[src/rtl/vid_timing_gen.sv]
`default_nettype none
// ============================================================================
// Module   : vid_timing_gen
// Brief    : Raster timing (HSync/VSync/DE) and built-in RGB test-pattern
//            source for a DVI/TMDS encoder. All outputs are registered in
//            the pixel clock domain with one cycle of latency.
// Revision : 1.0 - initial release
// ============================================================================
module vid_timing_gen #(
    parameter int H_ACTIVE = 640,
    parameter int H_FP     = 16,
    parameter int H_SYNC   = 96,
    parameter int H_BP     = 48,
    parameter int V_ACTIVE = 480,
    parameter int V_FP     = 10,
    parameter int V_SYNC   = 2,
    parameter int V_BP     = 33
) (
    input  logic        PixelClk,
    input  logic        aRst,
    input  logic        en_i,
    input  logic [1:0]  pattern_sel_i,
    input  logic [23:0] solid_rgb_i,
    output logic        vid_pVSync,
    output logic        vid_pHSync,
    output logic        vid_pVDE,
    output logic [23:0] vid_pData,
    output logic [11:0] x_o,
    output logic [11:0] y_o,
    output logic        frame_start_o
);

    // Raster geometry expressed at counter width.
    localparam logic [11:0] c_H_ACT      = 12'(H_ACTIVE);
    localparam logic [11:0] c_H_TOTAL    = 12'(H_ACTIVE + H_FP + H_SYNC + H_BP);
    localparam logic [11:0] c_HS_START   = 12'(H_ACTIVE + H_FP);
    localparam logic [11:0] c_HS_END     = 12'(H_ACTIVE + H_FP + H_SYNC);
    localparam logic [11:0] c_V_ACT      = 12'(V_ACTIVE);
    localparam logic [11:0] c_V_TOTAL    = 12'(V_ACTIVE + V_FP + V_SYNC + V_BP);
    localparam logic [11:0] c_VS_START   = 12'(V_ACTIVE + V_FP);
    localparam logic [11:0] c_VS_END     = 12'(V_ACTIVE + V_FP + V_SYNC);
    // Bar width is clamped to 1 so tiny rasters never divide by zero.
    localparam int          c_BAR_W_INT  = ((H_ACTIVE / 8) > 0) ? (H_ACTIVE / 8) : 1;
    localparam logic [11:0] c_BAR_W      = 12'(c_BAR_W_INT);

    logic [11:0] r_h_cnt;
    logic [11:0] r_v_cnt;
    logic [1:0]  r_pattern;

    logic        w_h_last;
    logic        w_v_last;
    logic        w_at_origin;
    logic        w_active;
    logic        w_hsync;
    logic        w_vsync;
    logic [1:0]  w_pattern;
    logic [11:0] w_bar_div;
    logic [2:0]  w_bar_idx;
    logic [23:0] w_rgb;

    assign w_h_last    = (r_h_cnt == c_H_TOTAL - 12'd1);
    assign w_v_last    = (r_v_cnt == c_V_TOTAL - 12'd1);
    assign w_at_origin = (r_h_cnt == 12'd0) && (r_v_cnt == 12'd0);
    assign w_active    = (r_h_cnt < c_H_ACT) && (r_v_cnt < c_V_ACT);
    assign w_hsync     = (r_h_cnt >= c_HS_START) && (r_h_cnt < c_HS_END);
    // VSync depends only on the line counter, so it is line-aligned.
    assign w_vsync     = (r_v_cnt >= c_VS_START) && (r_v_cnt < c_VS_END);

    // At the origin the live selection is used directly, so the very first
    // pixel of a frame already shows the newly selected pattern.
    assign w_pattern   = w_at_origin ? pattern_sel_i : r_pattern;

    assign w_bar_div   = r_h_cnt / c_BAR_W;
    assign w_bar_idx   = (w_bar_div > 12'd7) ? 3'd7 : w_bar_div[2:0];

    // Horizontal/vertical raster counters; cleared while the raster is idle.
    always_ff @(posedge PixelClk or posedge aRst) begin
        if (aRst) begin
            r_h_cnt <= 12'd0;
            r_v_cnt <= 12'd0;
        end else if (!en_i) begin
            r_h_cnt <= 12'd0;
            r_v_cnt <= 12'd0;
        end else if (w_h_last) begin
            r_h_cnt <= 12'd0;
            r_v_cnt <= w_v_last ? 12'd0 : r_v_cnt + 12'd1;
        end else begin
            r_h_cnt <= r_h_cnt + 12'd1;
        end
    end

    // Pattern selection is captured only at frame start or while idle, so a
    // change never tears a frame in progress.
    always_ff @(posedge PixelClk or posedge aRst) begin
        if (aRst) begin
            r_pattern <= 2'd0;
        end else if (!en_i || w_at_origin) begin
            r_pattern <= pattern_sel_i;
        end
    end

    // Test-pattern colour for the current counter position.
    always_comb begin
        w_rgb = 24'h000000;
        case (w_pattern)
            2'd0: begin
                case (w_bar_idx)
                    3'd0: w_rgb = 24'hFFFFFF;
                    3'd1: w_rgb = 24'hFFFF00;
                    3'd2: w_rgb = 24'h00FFFF;
                    3'd3: w_rgb = 24'h00FF00;
                    3'd4: w_rgb = 24'hFF00FF;
                    3'd5: w_rgb = 24'hFF0000;
                    3'd6: w_rgb = 24'h0000FF;
                    3'd7: w_rgb = 24'h000000;
                endcase
            end
            2'd1:    w_rgb = {3{r_h_cnt[9:2]}};
            2'd2:    w_rgb = (r_h_cnt[5] ^ r_v_cnt[5]) ? 24'h000000 : 24'hFFFFFF;
            default: w_rgb = solid_rgb_i;
        endcase
    end

    // Output register stage: one cycle behind the counters, all aligned.
    always_ff @(posedge PixelClk or posedge aRst) begin
        if (aRst) begin
            vid_pVSync    <= 1'b0;
            vid_pHSync    <= 1'b0;
            vid_pVDE      <= 1'b0;
            vid_pData     <= 24'h000000;
            x_o           <= 12'd0;
            y_o           <= 12'd0;
            frame_start_o <= 1'b0;
        end else if (!en_i) begin
            vid_pVSync    <= 1'b0;
            vid_pHSync    <= 1'b0;
            vid_pVDE      <= 1'b0;
            vid_pData     <= 24'h000000;
            x_o           <= 12'd0;
            y_o           <= 12'd0;
            frame_start_o <= 1'b0;
        end else begin
            vid_pVSync    <= w_vsync;
            vid_pHSync    <= w_hsync;
            vid_pVDE      <= w_active;
            vid_pData     <= w_active ? w_rgb : 24'h000000;
            x_o           <= w_active ? r_h_cnt : 12'd0;
            y_o           <= w_active ? r_v_cnt : 12'd0;
            frame_start_o <= w_at_origin;
        end
    end

endmodule
`default_nettype wire

[config.mk]
export PLATFORM = sky130hd
export DESIGN_NAME = vid_timing_gen
export DESIGN_NICKNAME = d
export VERILOG_FILES = /design/src/rtl/vid_timing_gen.sv
export SDC_FILE = /design/constraint.sdc
export NUM_CORES = 1
export LEC_CHECK = 0
export CAP_MARGIN = 0
export CORE_ASPECT_RATIO = 1.5
export CORE_UTILIZATION = 33
export CTS_CLUSTER_DIAMETER = 80
export DETAILED_ROUTE_END_ITERATION = 8
export GPL_TIMING_DRIVEN = 1
export PLACE_DENSITY = 0.68
export SLEW_MARGIN = 0
export SYNTH_ARGS = -nofsm -noshare
export SYNTH_HDL_FRONTEND = slang
export SYNTH_SLANG_ARGS = --single-unit
[constraint.sdc]
create_clock -name PixelClk -period 4.6 [get_ports PixelClk]
set_input_delay 0.92 -clock PixelClk [delete_from_list [all_inputs] [get_ports PixelClk]]
set_output_delay 0.92 -clock PixelClk [all_outputs]
set_load 0.05 [all_outputs]
==> results.py <==
metrics = {
    "floorplanning": {
        "start_util_pct": 34.1,
        "die_area_um2": 12400,
        "die_y_um": 136,
        "num_rows": 48,
        "core_um2": 11600,
        "io_pins": 81,
        "die_w_um": 91.3,
    },
    "power_and_ir_drop": {
        "p_leak_nw": 2.16,
        "p_sw_uw": 520,
        "p_clk_share_pct": 39.2,
        "p_comb_share_pct": 20.2,
        "seqPwrFrac_pct": 40.6,
        "vdd.ir_drop.worst_v": 0.000243,
        "power_density_nw_per_um2": 353,
        "switching_share_pct": 28.5,
        "p_int_mw": 1.31,
    },
    "clock_network": {
        "cts_resized": 0,
        "worstSkewPairLatency_ns": 0.33,
        "cts_max_level": 3,
        "cts_sinks": 78,
        "cts_buffers": 9,
        "clockRootBuffer": "clkbuf_16",
        "clockBufferDepth": 2,
        "ctsHoldBuffers": 0,
        "post_cts_buffers": 0,
        "cts_tree": "yes",
        "clk_pin_slew_worst_paths_ns": 0.06,
    },
    "global_route": {
        "grt_start_max_net_pins": 79,
        "grt_antenna_before_repair": 0,
        "grt_pass1_wl_mm": 16.4,
        "track_usage_pct": 16.8,
        "grt_pass1_vias": 3230,
        "grt_overflow": 0,
    },
    "setup_path": {
        "worst-endpoint-arrival_ns": 3.30,
        "crit_path_end_kind": "flip-flop",
        "start_kind": "flip-flop",
        "critical_path_class": "reg2reg",
        "critPathRequiredTime_ns": 4.87,
        "rrSetupSlack_ns": 1.57,
        "r2r_end": "vid_pData[15]",
        "r2r_cells": 6,
        "crit_fanout": 28,
        "crit_end": "vid_pData[15]",
        "r2r_start": "r_h_cnt[8]",
        "startpoint": "r_h_cnt[8]",
    },
    "place": {
        "place_inst": 603,
        "port_buffers": 80,
        "post_dp_cell_area_um2": 4870,
        "place.gp.congestion": 0.868,
        "dp_hpwl_mm": 6.96,
    },
    "routing": {
        "vias": 3243,
        "drc": 0,
        "drt_iter0_drc": 333,
        "antenna_left": 0,
        "drt_pass1_iterations": 4,
        "via_per_inst": 5.24,
        "wl_per_cell_um": 15.9,
        "routed_wl_mm": 9.82,
    },
    "synth": {
        "synthFlopType": "dfrtp_1",
        "synth_area_leaders": "dfrtp_1 49%, o221a_2 4.6%, o21ai_0 3.4%, nor2_1 3.1%, a211oi_1 3.0%",
        "yosysWarnings": 0,
        "syn_area_per_cell_um2": 10.1,
        "synth.distinct_cells": 59,
        "synthDominantCellAreaShare_pct": 49.4,
        "synth_edf_count": 0,
        "postSynthCellCount": 392,
        "synth_area_um2": 3950,
        "synth-async-reset-ratio_pct": 100,
        "ys_seq_elements": 78,
        "ys_seq_area_share_pct": 49.4,
        "yosys.area.top_type": "dfrtp_1",
    },
    "timing": {
        "worstMarginPinSlew_ns": 1.01,
        "tns_ns": 0,
        "setup_viol": 0,
        "fin_crit_sh_pct": 65.8,
        "hold-worst-slack_ns": 0.491,
        "hold_violations": 0,
        "maxSlewHeadroom_pct": 32.5,
        "slew_viol_final": 0,
        "fin_crit_ns": 3.03,
        "max_freq_ghz": 0.330,
        "grt_setup_unrepaired": "false",
        "finClkSkew_ns": 0.00512,
    },
    "job": {
        "cap_violations": 0,
    },
    "layout": {
        "final_layout_size_suffix_gt1_share_pct": 10.0,
        "fin_cells": 619,
        "nNetsFinal": 497,
        "final_common_cell": "clkdlybuf4s50_1",
        "fillers": 1085,
        "multi_input_area_um2": 1840,
        "area_growth_pct": 31.0,
        "seqCellArea_um2": 1950,
        "antenna_cells": 0,
        "fin_area_um2": 5170,
        "final_cell_mix": "80 x clkdlybuf4s50_1, 78 x dfrtp_1, 33 x nor2_1",
    },
    "hold_path": {
        "hp-start": "r_h_cnt[0]",
        "min_path_type": "reg2reg",
    },
    "status": {
        "status": "completed",
    },
}
## state kept, by name, summed over array words and instances, names as in the netlist
name / flops
r_pattern: 2
vid_pData: 24
vid_pVSync: 1
x_o: 12
r_v_cnt: 12
r_h_cnt: 12
vid_pHSync: 1
y_o: 12
vid_pVDE: 1
frame_start_o: 1
## worst max-delay path, cell delays in order (launching register included)
cell and delay [ns]:
dfrtp_1 0.66, nor4_1 0.45, and4_1 0.34, nand2_1 0.13, mux2i_1 0.19, nor3_1 0.84, o221a_2 0.35
## routing by layer
metal / up-vias / global-route usage (%) / wire [µm] / part of all wire (%)
met1: 1554 / 20.6 / 4270 / 43
met2: 104 / 29.1 / 4920 / 50
li1: 1573 / - / - / -
met3: 12 / 3.24 / 453 / 4.6
met5: - / 0 / 0 / 0
met4: 0 / 6.44 / 172 / 1.8
## layout make-up
class                   count  share of cell area (%)
inverters                  18                    1.31
multi-input cells         274                    35.5
clock inverters             3                   0.823
well taps                 150                    3.63
repair buffers             83                    15.9
clock buffers              13                    5.03
flip-flops and latches     78                    37.7
## worst min-delay path by stage
stage / end / slack, ns / depth (start not counted)
after floorplan: r_h_cnt[0] / 0.45 / 1
after global routing: r_h_cnt[0] / 0.51 / 1
after CTS: r_h_cnt[0] / 0.49 / 1
after global placement: r_h_cnt[0] / 0.48 / 1
final: r_h_cnt[0] / 0.49 / 1
after detailed placement: r_h_cnt[0] / 0.48 / 1
## power groups by stage
stage,registers [mW],clock network [mW],logic (mW)
finish,0.742,0.715,0.369
floorplan,0.879,0,0.116
global placement,0.754,0,0.367
global route,0.746,0.760,0.392
detailed placement,0.754,0,0.371
CTS,0.742,0.729,0.372
## stage by stage
step | util, % | total power [mW] | setup slack [ns]
after global routing | 44.6 | 1.90 | 1.31
after global placement | 42.0 | 1.12 | 1.61
after CTS | 44.6 | 1.84 | 1.63
after detailed placement | 42.0 | 1.13 | 1.52
after floorplan | - | 0.994 | 1.68
final | 44.6 | 1.83 | 1.57
## cell families (layout without fill, tap and decap cells)
family	count (synthesis)	count (layout)	synth area share [%]
and+or+nand+nor	146	146	20.4
AOI/OAI and AO/OA	93	93	18.2
DFF	78	78	49.4
buffers and inverters	44	117	4.56
xor gates and xnor gates	20	20	4.44
muxes	6	6	1.58
adders and majority gates	4	4	1.27
other	1	5	0.0950
## synthesized netlist by cell type, types with 4 or more instances
master / number
a211oi_1: 16
a21oi_1: 6
and2_1: 17
and3_1: 8
buf_2: 6
clkbuf_1: 16
dfrtp_1: 78
ha_1: 4
inv_1: 18
mux2i_1: 4
nand2_1: 21
nand2b_1: 4
nand3_1: 9
nand4_1: 10
nor2_1: 33
nor3_1: 8
nor4_1: 11
o21ai_0: 27
o221a_2: 16
or3_1: 6
xnor2_1: 7
xor2_1: 13
No activity file was read; power rests on OpenSTA's default activity.
